--- src/rtl/nn_pkg.sv ---
`default_nettype none
// ============================================================================
// Package     : nn_pkg
// Description : Shared constants and types for the neural_network output
//               path (probability vector, class index, tracker FSM states).
// Revision    : 1.0 - initial release
// ============================================================================
package nn_pkg;

  localparam int NUM_CLASSES       = 10;
  localparam int PROB_W            = 16;
  localparam int IDX_W             = 4;
  localparam int DEF_STABLE_FRAMES = 3;

  typedef logic [PROB_W-1:0] prob_t;
  typedef logic [IDX_W-1:0]  class_idx_t;

  typedef enum logic [1:0] {
    IDLE   = 2'd0,
    SCAN   = 2'd1,
    COMMIT = 2'd2
  } tracker_state_t;

endpackage
`default_nettype wire

--- src/rtl/nn_result_tracker_stability_filter.sv ---
`default_nettype none
// ============================================================================
// Module      : nn_result_tracker_stability_filter
// Description : Debounces the per-frame argmax. A class is confirmed only
//               after STABLE_FRAMES consecutive commits agree; a blank
//               (all-zero) frame resets the run but keeps the shown class.
// Revision    : 1.0 - initial release
// ============================================================================
module nn_result_tracker_stability_filter
  import nn_pkg::*;
#(
  parameter int STABLE_FRAMES = DEF_STABLE_FRAMES
) (
  input  logic             Clk,
  input  logic             Reset,
  input  logic             commit_i,
  input  logic [IDX_W-1:0] argmax_i,
  input  logic             zero_max_i,
  output logic [IDX_W-1:0] stable_class_o,
  output logic             stable_o
);

  localparam logic [3:0] c_stable_frames = 4'(STABLE_FRAMES);

  class_idx_t cand_q, cand_d;
  class_idx_t cls_q, cls_d;
  logic [3:0] count_q, count_d;
  logic       stable_q, stable_d;

  // Next-state of the run-length filter; only a commit strobe changes it.
  always_comb begin
    cand_d   = cand_q;
    count_d  = count_q;
    cls_d    = cls_q;
    stable_d = stable_q;
    if (commit_i) begin
      if (zero_max_i) begin
        cand_d   = '0;
        count_d  = '0;
        stable_d = 1'b0;
      end else if (argmax_i == cand_q) begin
        if (count_q < c_stable_frames) begin
          count_d = count_q + 4'd1;
        end
      end else begin
        cand_d   = argmax_i;
        count_d  = 4'd1;
        stable_d = 1'b0;
      end
      // Reaching the threshold (including the fresh-candidate case when the
      // threshold is 1) confirms the current candidate.
      if (!zero_max_i && (count_d == c_stable_frames)) begin
        cls_d    = cand_d;
        stable_d = 1'b1;
      end
    end
  end

  // Filter state registers with synchronous reset.
  always_ff @(posedge Clk) begin
    if (Reset) begin
      cand_q   <= '0;
      count_q  <= '0;
      cls_q    <= '0;
      stable_q <= 1'b0;
    end else begin
      cand_q   <= cand_d;
      count_q  <= count_d;
      cls_q    <= cls_d;
      stable_q <= stable_d;
    end
  end

  assign stable_class_o = cls_q;
  assign stable_o       = stable_q;

endmodule
`default_nettype wire

--- src/rtl/nn_result_tracker.sv ---
`default_nettype none
// ============================================================================
// Module      : nn_result_tracker
// Description : Snapshots the classifier probability vector on Valid, finds
//               the argmax one class per cycle, debounces the result and
//               builds the 24-bit word for the hex display array.
// Revision    : 1.0 - initial release
// ============================================================================
module nn_result_tracker
  import nn_pkg::*;
#(
  parameter int STABLE_FRAMES = DEF_STABLE_FRAMES
) (
  input  logic              Clk,
  input  logic              Reset,
  input  logic              Valid,
  input  logic [PROB_W-1:0] Probability [NUM_CLASSES],
  input  logic [IDX_W-1:0]  Sel,
  input  logic              Sel_max,
  output logic              Busy,
  output logic              Done,
  output logic [IDX_W-1:0]  Argmax,
  output logic [PROB_W-1:0] Max_prob,
  output logic [IDX_W-1:0]  Stable_class,
  output logic              Stable,
  output logic [23:0]       Display
);

  localparam class_idx_t c_last_idx = IDX_W'(NUM_CLASSES - 1);

  tracker_state_t state_q;
  prob_t          snap_q [NUM_CLASSES];
  prob_t          best_val_q;
  class_idx_t     best_idx_q;
  class_idx_t     idx_q;
  prob_t          shown_prob;

  // Snapshot / sequential scan / commit controller with registered outputs.
  always_ff @(posedge Clk) begin
    if (Reset) begin
      state_q    <= IDLE;
      best_val_q <= '0;
      best_idx_q <= '0;
      idx_q      <= '0;
      Busy       <= 1'b0;
      Done       <= 1'b0;
      Argmax     <= '0;
      Max_prob   <= '0;
      for (int i = 0; i < NUM_CLASSES; i++) begin
        snap_q[i] <= '0;
      end
    end else begin
      Done <= 1'b0;
      case (state_q)
        IDLE: begin
          if (Valid) begin
            for (int i = 0; i < NUM_CLASSES; i++) begin
              snap_q[i] <= Probability[i];
            end
            best_idx_q <= '0;
            best_val_q <= Probability[0];
            idx_q      <= class_idx_t'(1);
            Busy       <= 1'b1;
            state_q    <= SCAN;
          end
        end
        SCAN: begin
          // Strict compare keeps the lowest index on ties.
          if (snap_q[idx_q] > best_val_q) begin
            best_val_q <= snap_q[idx_q];
            best_idx_q <= idx_q;
          end
          if (idx_q == c_last_idx) begin
            state_q <= COMMIT;
          end else begin
            idx_q <= idx_q + class_idx_t'(1);
          end
        end
        COMMIT: begin
          Argmax   <= best_idx_q;
          Max_prob <= best_val_q;
          Done     <= 1'b1;
          Busy     <= 1'b0;
          state_q  <= IDLE;
        end
        default: begin
          state_q <= IDLE;
        end
      endcase
    end
  end

  nn_result_tracker_stability_filter #(
    .STABLE_FRAMES (STABLE_FRAMES)
  ) u_filter (
    .Clk            (Clk),
    .Reset          (Reset),
    .commit_i       (state_q == COMMIT),
    .argmax_i       (best_idx_q),
    .zero_max_i     (best_val_q == '0),
    .stable_class_o (Stable_class),
    .stable_o       (Stable)
  );

  // Probability shown on the low display digits; out-of-range selects read 0.
  always_comb begin
    shown_prob = '0;
    if (Sel_max) begin
      shown_prob = Max_prob;
    end else if ({1'b0, Sel} < (IDX_W + 1)'(NUM_CLASSES)) begin
      shown_prob = snap_q[Sel];
    end
  end

  assign Display = {Stable_class, 4'h0, shown_prob};

endmodule
`default_nettype wire

--- config.mk ---
export PLATFORM = sky130hd
export DESIGN_NAME = nn_result_tracker
export DESIGN_NICKNAME = d
export VERILOG_FILES = /design/src/rtl/nn_pkg.sv /design/src/rtl/nn_result_tracker_stability_filter.sv /design/src/rtl/nn_result_tracker.sv
export SDC_FILE = /design/constraint.sdc
export NUM_CORES = 1
export LEC_CHECK = 0
export CAP_MARGIN = 20
export CORE_ASPECT_RATIO = 0.8
export CORE_MARGIN = 5
export CORE_UTILIZATION = 55
export CTS_BUF_LIST = sky130_fd_sc_hd__clkbuf_4 sky130_fd_sc_hd__clkbuf_8
export DETAILED_ROUTE_END_ITERATION = 16
export DONT_BUFFER_PORTS = 1
export PLACE_DENSITY_LB_ADDON = 0.12
export REMOVE_ABC_BUFFERS = 1
export SKIP_CTS_REPAIR_TIMING = 1
export SLEW_MARGIN = 20
export SYNTH_ARGS = -nofsm -noshare
export SYNTH_HDL_FRONTEND = slang
export SYNTH_SLANG_ARGS = --single-unit
--- constraint.sdc ---
create_clock -name Clk -period 5.17 [get_ports Clk]
set_clock_uncertainty 0.15 [all_clocks]
set_input_delay 1.034 -clock Clk [delete_from_list [all_inputs] [get_ports Clk]]
set_output_delay 1.034 -clock Clk [all_outputs]
set_load 0.005 [all_outputs]
==> PnR_summary.wiki <==
{| class="wikitable"
! Metric !! Value
|-
| Outcome || finished, final reports clean
|-
| Number of iterations in the first detailed-routing pass || 5
|-
| First-iteration detailed-routing DRC count || 563
|-
| Number of hold violations in the final report || 0
|-
| Initial antenna violation count || 0
|-
| Cells along the critical path || buf_12 > mux4_1 > mux4_2 > ha_1 > and4_1 > nand4_1 > a21oi_1 > or4_4 > a21oi_2 > a22o_1
|-
| Fraction of registers with async set/reset || 0
|-
| Leak Pwr || 4.590 nW
|-
| Largest net degree at the start of global routing || approximately 160
|-
| Routability congestion estimate from global placement || 0.9140
|-
| Port-buffer cells || 0
|-
| Met2 wirelength from detailed routing || 12460 um
|-
| Worst Max-Slew Pin Slew || 1.080 ns
|-
| Share of cells above drive strength 1 || 0.2128
|-
| Wire per inst || 23.47 um
|-
| CTS clk-pin slew, worst paths || 0.07 ns
|-
| Number of buffers added by the clock tree synthesis step || 36
|-
| Count of cell types in the netlist || 45
|-
| Net count of the finished layout || 1052
|-
| Seq/Total Area, Yosys || 0.5281
|-
| Gate Count Post-Synth || 882
|-
| Root buffer selected by CTS || sky130_fd_sc_hd__clkbuf_8
|-
| Die Area || about 24000 um^2
|-
| Critical path type || reg -> reg
|-
| Number of remaining DRC errors || 0
|-
| Critical path buffers and inverters || 1
|-
| Total routing resource utilization after global routing || 0.2290
|-
| Routed metal-1 wirelength || around 12000 um
|-
| Placement Setup Slack || just under 0.8 ns
|-
| Type of element capturing the critical path || flip-flop
|-
| Sequential cell area || 6110 um^2
|-
| Antenna diode count || 0
|-
| Mean area per synthesized cell || around 13 um^2
|-
| Relative max-transition margin || 0.2792
|-
| Crit path max-delay cell type || sky130_fd_sc_hd__dfxtp_2
|-
| Maximum Capacitance Violations || 0
|-
| Clk sinks || 225
|-
| Multi-input combinational cell area || 5089 um^2
|-
| Post-synthesis to final-layout area growth || 7.662%
|-
| Vias per inst || 6.118
|-
| Core footprint || slightly above 20000 um^2
|-
| Width of the chip || 172.1 um
|-
| Post-route fraction of the period consumed by the critical path || 0.8503
|-
| Worst endpoint data arrival time || 4.71 ns
|-
| Clock tree from TritonCTS || yes
|-
| Primary flip-flop cell chosen by synthesis mapping || sky130_fd_sc_hd__edfxtp_1
|-
| Tightest Hold Check Type || reg -> reg
|-
| Shortest clock period the worst path allows after layout || approximately 4.4 ns
|-
| Post-route antenna net violation count || 0
|-
| Count of boundary I/O pins || 219
|-
| Data required time at the worst endpoint || around 5.5 ns
|-
| Worst hold slack || 0.3162 ns
|-
| Unrepaired setup endpoints after global routing || false
|-
| Std-Cell Rows || between 40 and 50
|-
| Final number of max-transition violations || 0
|-
| Worst Setup Slack, final || a little under 0.8 ns
|-
| Number of failing setup endpoints in the final timing report || 0
|-
| Uppermost layer routed || met4
|-
| Die span in y || 139.7 um
|-
| Number of synthesized register bits || 225
|-
| Buffer depth of the longest clock path || 3
|-
| Upper clock frequency limit || between 200 and 250 MHz
|-
| Startpoint types || flip-flop
|-
| Initial standard-cell utilization of the core || 0.5586
|-
| # fillers || around 1600
|-
| Wire length after detailed routing || 27280 um
|-
| Number of warnings issued by yosys || 0
|-
| Peak supply drop || 0.1873 mV
|-
| Global-route wire length before repair || roughly 43000 um
|-
| Number of global-route vias before repair || 7485
|-
| Pwr dens || 335.5 nW/um^2
|-
| Clk_lat worst skew || 0.53 ns
|-
| Routed length on met3 || 2285 um
|-
| Gate family responsible for the most delay along the worst path || multiplexers
|-
| Maximum cell stage delay along the critical path || 0.72 ns
|-
| Startpoint of the most critical hold path || u_filter.cand_q[0]$_SDFFE_PP0P_
|-
| Total number of H-tree levels || 2
|-
| DP HPWL || between 15000 and 20000 um
|-
| Crit Path Max Fanout || 17
|-
| Leftover overflow at the end of global routing || 0
|-
| Via Count || slightly above 7000
|-
| Cell Area, Synth || 11560 um^2
|-
| Number of enable-type register cells in the synthesized netlist || 160
|}
-- worst register-to-register path, delay by kind of cell, from the launching register on --
kind	cells	cell delay, ns
AOI/OAI and AO/OA	3	0.97
buffers and inverters	1	0.26
DFF	1	0.72
muxes	2	1.11
adders and majority gates	1	0.31
and+or+nand+nor	3	0.82
-- layer usage --
layer  up-vias  track usage
li1       3255            -
met1      3518       0.3283
met2       287       0.3486
met3        49      0.06323
met4         0      0.06038
met5         -            0
-- final cells by class --
class,instances,share of cell area
Sequential cell,225,0.4908
Multi-Input combinational cell,573,0.4088
Clock buffer,52,0.05096
Tap cell,269,0.02704
Timing Repair Buffer,9,0.008745
Clock inverter,14,0.007639
Inverter,20,0.006031
-- where the power goes --
| part | internal, mW | switching [mW] |
|---|---|---|
| clock network | 0.845 | 0.704 |
| registers | 2.06 | 0.0923 |
| logic | 0.248 | 0.223 |
-- layout by cell type (no fill, tap or decap), types with 4 or more instances in the layout --
cell,n
sky130_fd_sc_hd__buf_4,5
sky130_fd_sc_hd__dfxtp_1,62
sky130_fd_sc_hd__a211oi_1,4
sky130_fd_sc_hd__and2_1,167
sky130_fd_sc_hd__xor2_1,6
sky130_fd_sc_hd__clkbuf_8,39
sky130_fd_sc_hd__mux4_2,58
sky130_fd_sc_hd__conb_1,4
sky130_fd_sc_hd__mux2_2,47
sky130_fd_sc_hd__nor2_1,13
sky130_fd_sc_hd__a21oi_1,42
sky130_fd_sc_hd__mux2i_1,8
sky130_fd_sc_hd__clkbuf_4,13
sky130_fd_sc_hd__nor2b_1,7
sky130_fd_sc_hd__inv_1,19
sky130_fd_sc_hd__ha_1,19
sky130_fd_sc_hd__edfxtp_1,160
sky130_fd_sc_hd__mux4_1,18
sky130_fd_sc_hd__nor3_1,4
sky130_fd_sc_hd__nand4_1,8
sky130_fd_sc_hd__clkinv_2,7
sky130_fd_sc_hd__a22o_1,17
sky130_fd_sc_hd__clkinv_1,5
sky130_fd_sc_hd__nor4_1,7
sky130_fd_sc_hd__o21ai_0,24
sky130_fd_sc_hd__nand2_1,72
sky130_fd_sc_hd__a22oi_1,15
-- stage by stage --
step,area [um^2],setup TNS [ns],total power [mW],utilization,cells
after floorplan,11240,-4.654,2.521,-,818
after global routing,12450,0,4.367,0.6014,1162
final,12450,0,4.176,0.6014,1162
after detailed placement,11710,0,2.659,0.5656,1095
after CTS,12440,0,4.206,0.6008,1161
after global placement,11710,0,2.644,0.5656,1095
-- worst paths after layout --
path,endpoint,slack (ns),cells after the start
setup / recovery,best_val_q[1]$_SDFFE_PP0P_,0.77,10
hold reg to reg,u_filter.cand_q[0]$_SDFFE_PP0P_,0.32,2
setup reg to reg,best_val_q[1]$_SDFFE_PP0P_,0.77,10
hold / removal,u_filter.cand_q[0]$_SDFFE_PP0P_,0.32,2
-- registers in the layout, summed over array words and instances, names as in the netlist, named ones only --
register                 count
u_filter.stable_class_o      4
u_filter.cand_q              4
best_idx_q                   4
u_filter.stable_o            1
idx_q                        4
Busy                         1
state_q                      2
snap_q                     160
u_filter.count_q             4
Done                         1
best_val_q                  16
Max_prob                    16
Argmax                       4
-- logic make-up after synthesis --
logic type                 count (synthesis)  synth area share
AOI/OAI and AO/OA                        114           0.06190
and+or+nand+nor                          299            0.1431
buffers and inverters                     87           0.03495
adders and majority gates                 19           0.02056
other                                      1         0.0003243
muxes                                    131            0.2066
DFF                                      225            0.5281
xor gates and xnor gates                   6          0.004545
-- synthesized netlist by cell type, types with 8 or more instances --
library cell | count | area [um^2]
sky130_fd_sc_hd__a21oi_1 | 42 | 210.2
sky130_fd_sc_hd__a22o_1 | 17 | 148.9
sky130_fd_sc_hd__a22oi_1 | 15 | 112.6
sky130_fd_sc_hd__and2_1 | 167 | 1045
sky130_fd_sc_hd__buf_2 | 8 | 40.04
sky130_fd_sc_hd__buf_4 | 8 | 60.06
sky130_fd_sc_hd__clkbuf_1 | 39 | 146.4
sky130_fd_sc_hd__dfxtp_1 | 65 | 1301
sky130_fd_sc_hd__edfxtp_1 | 160 | 4805
sky130_fd_sc_hd__ha_1 | 19 | 237.7
sky130_fd_sc_hd__inv_1 | 19 | 71.32
sky130_fd_sc_hd__mux2_2 | 47 | 529.3
sky130_fd_sc_hd__mux2i_1 | 8 | 80.08
sky130_fd_sc_hd__mux4_1 | 18 | 473.0
sky130_fd_sc_hd__mux4_2 | 58 | 1306
sky130_fd_sc_hd__nand2_1 | 72 | 270.3
sky130_fd_sc_hd__nand4_1 | 8 | 50.05
sky130_fd_sc_hd__nor2_1 | 16 | 60.06
sky130_fd_sc_hd__nor2b_1 | 9 | 56.30
sky130_fd_sc_hd__o21ai_0 | 24 | 120.1
(Power assumes the default switching activity.)
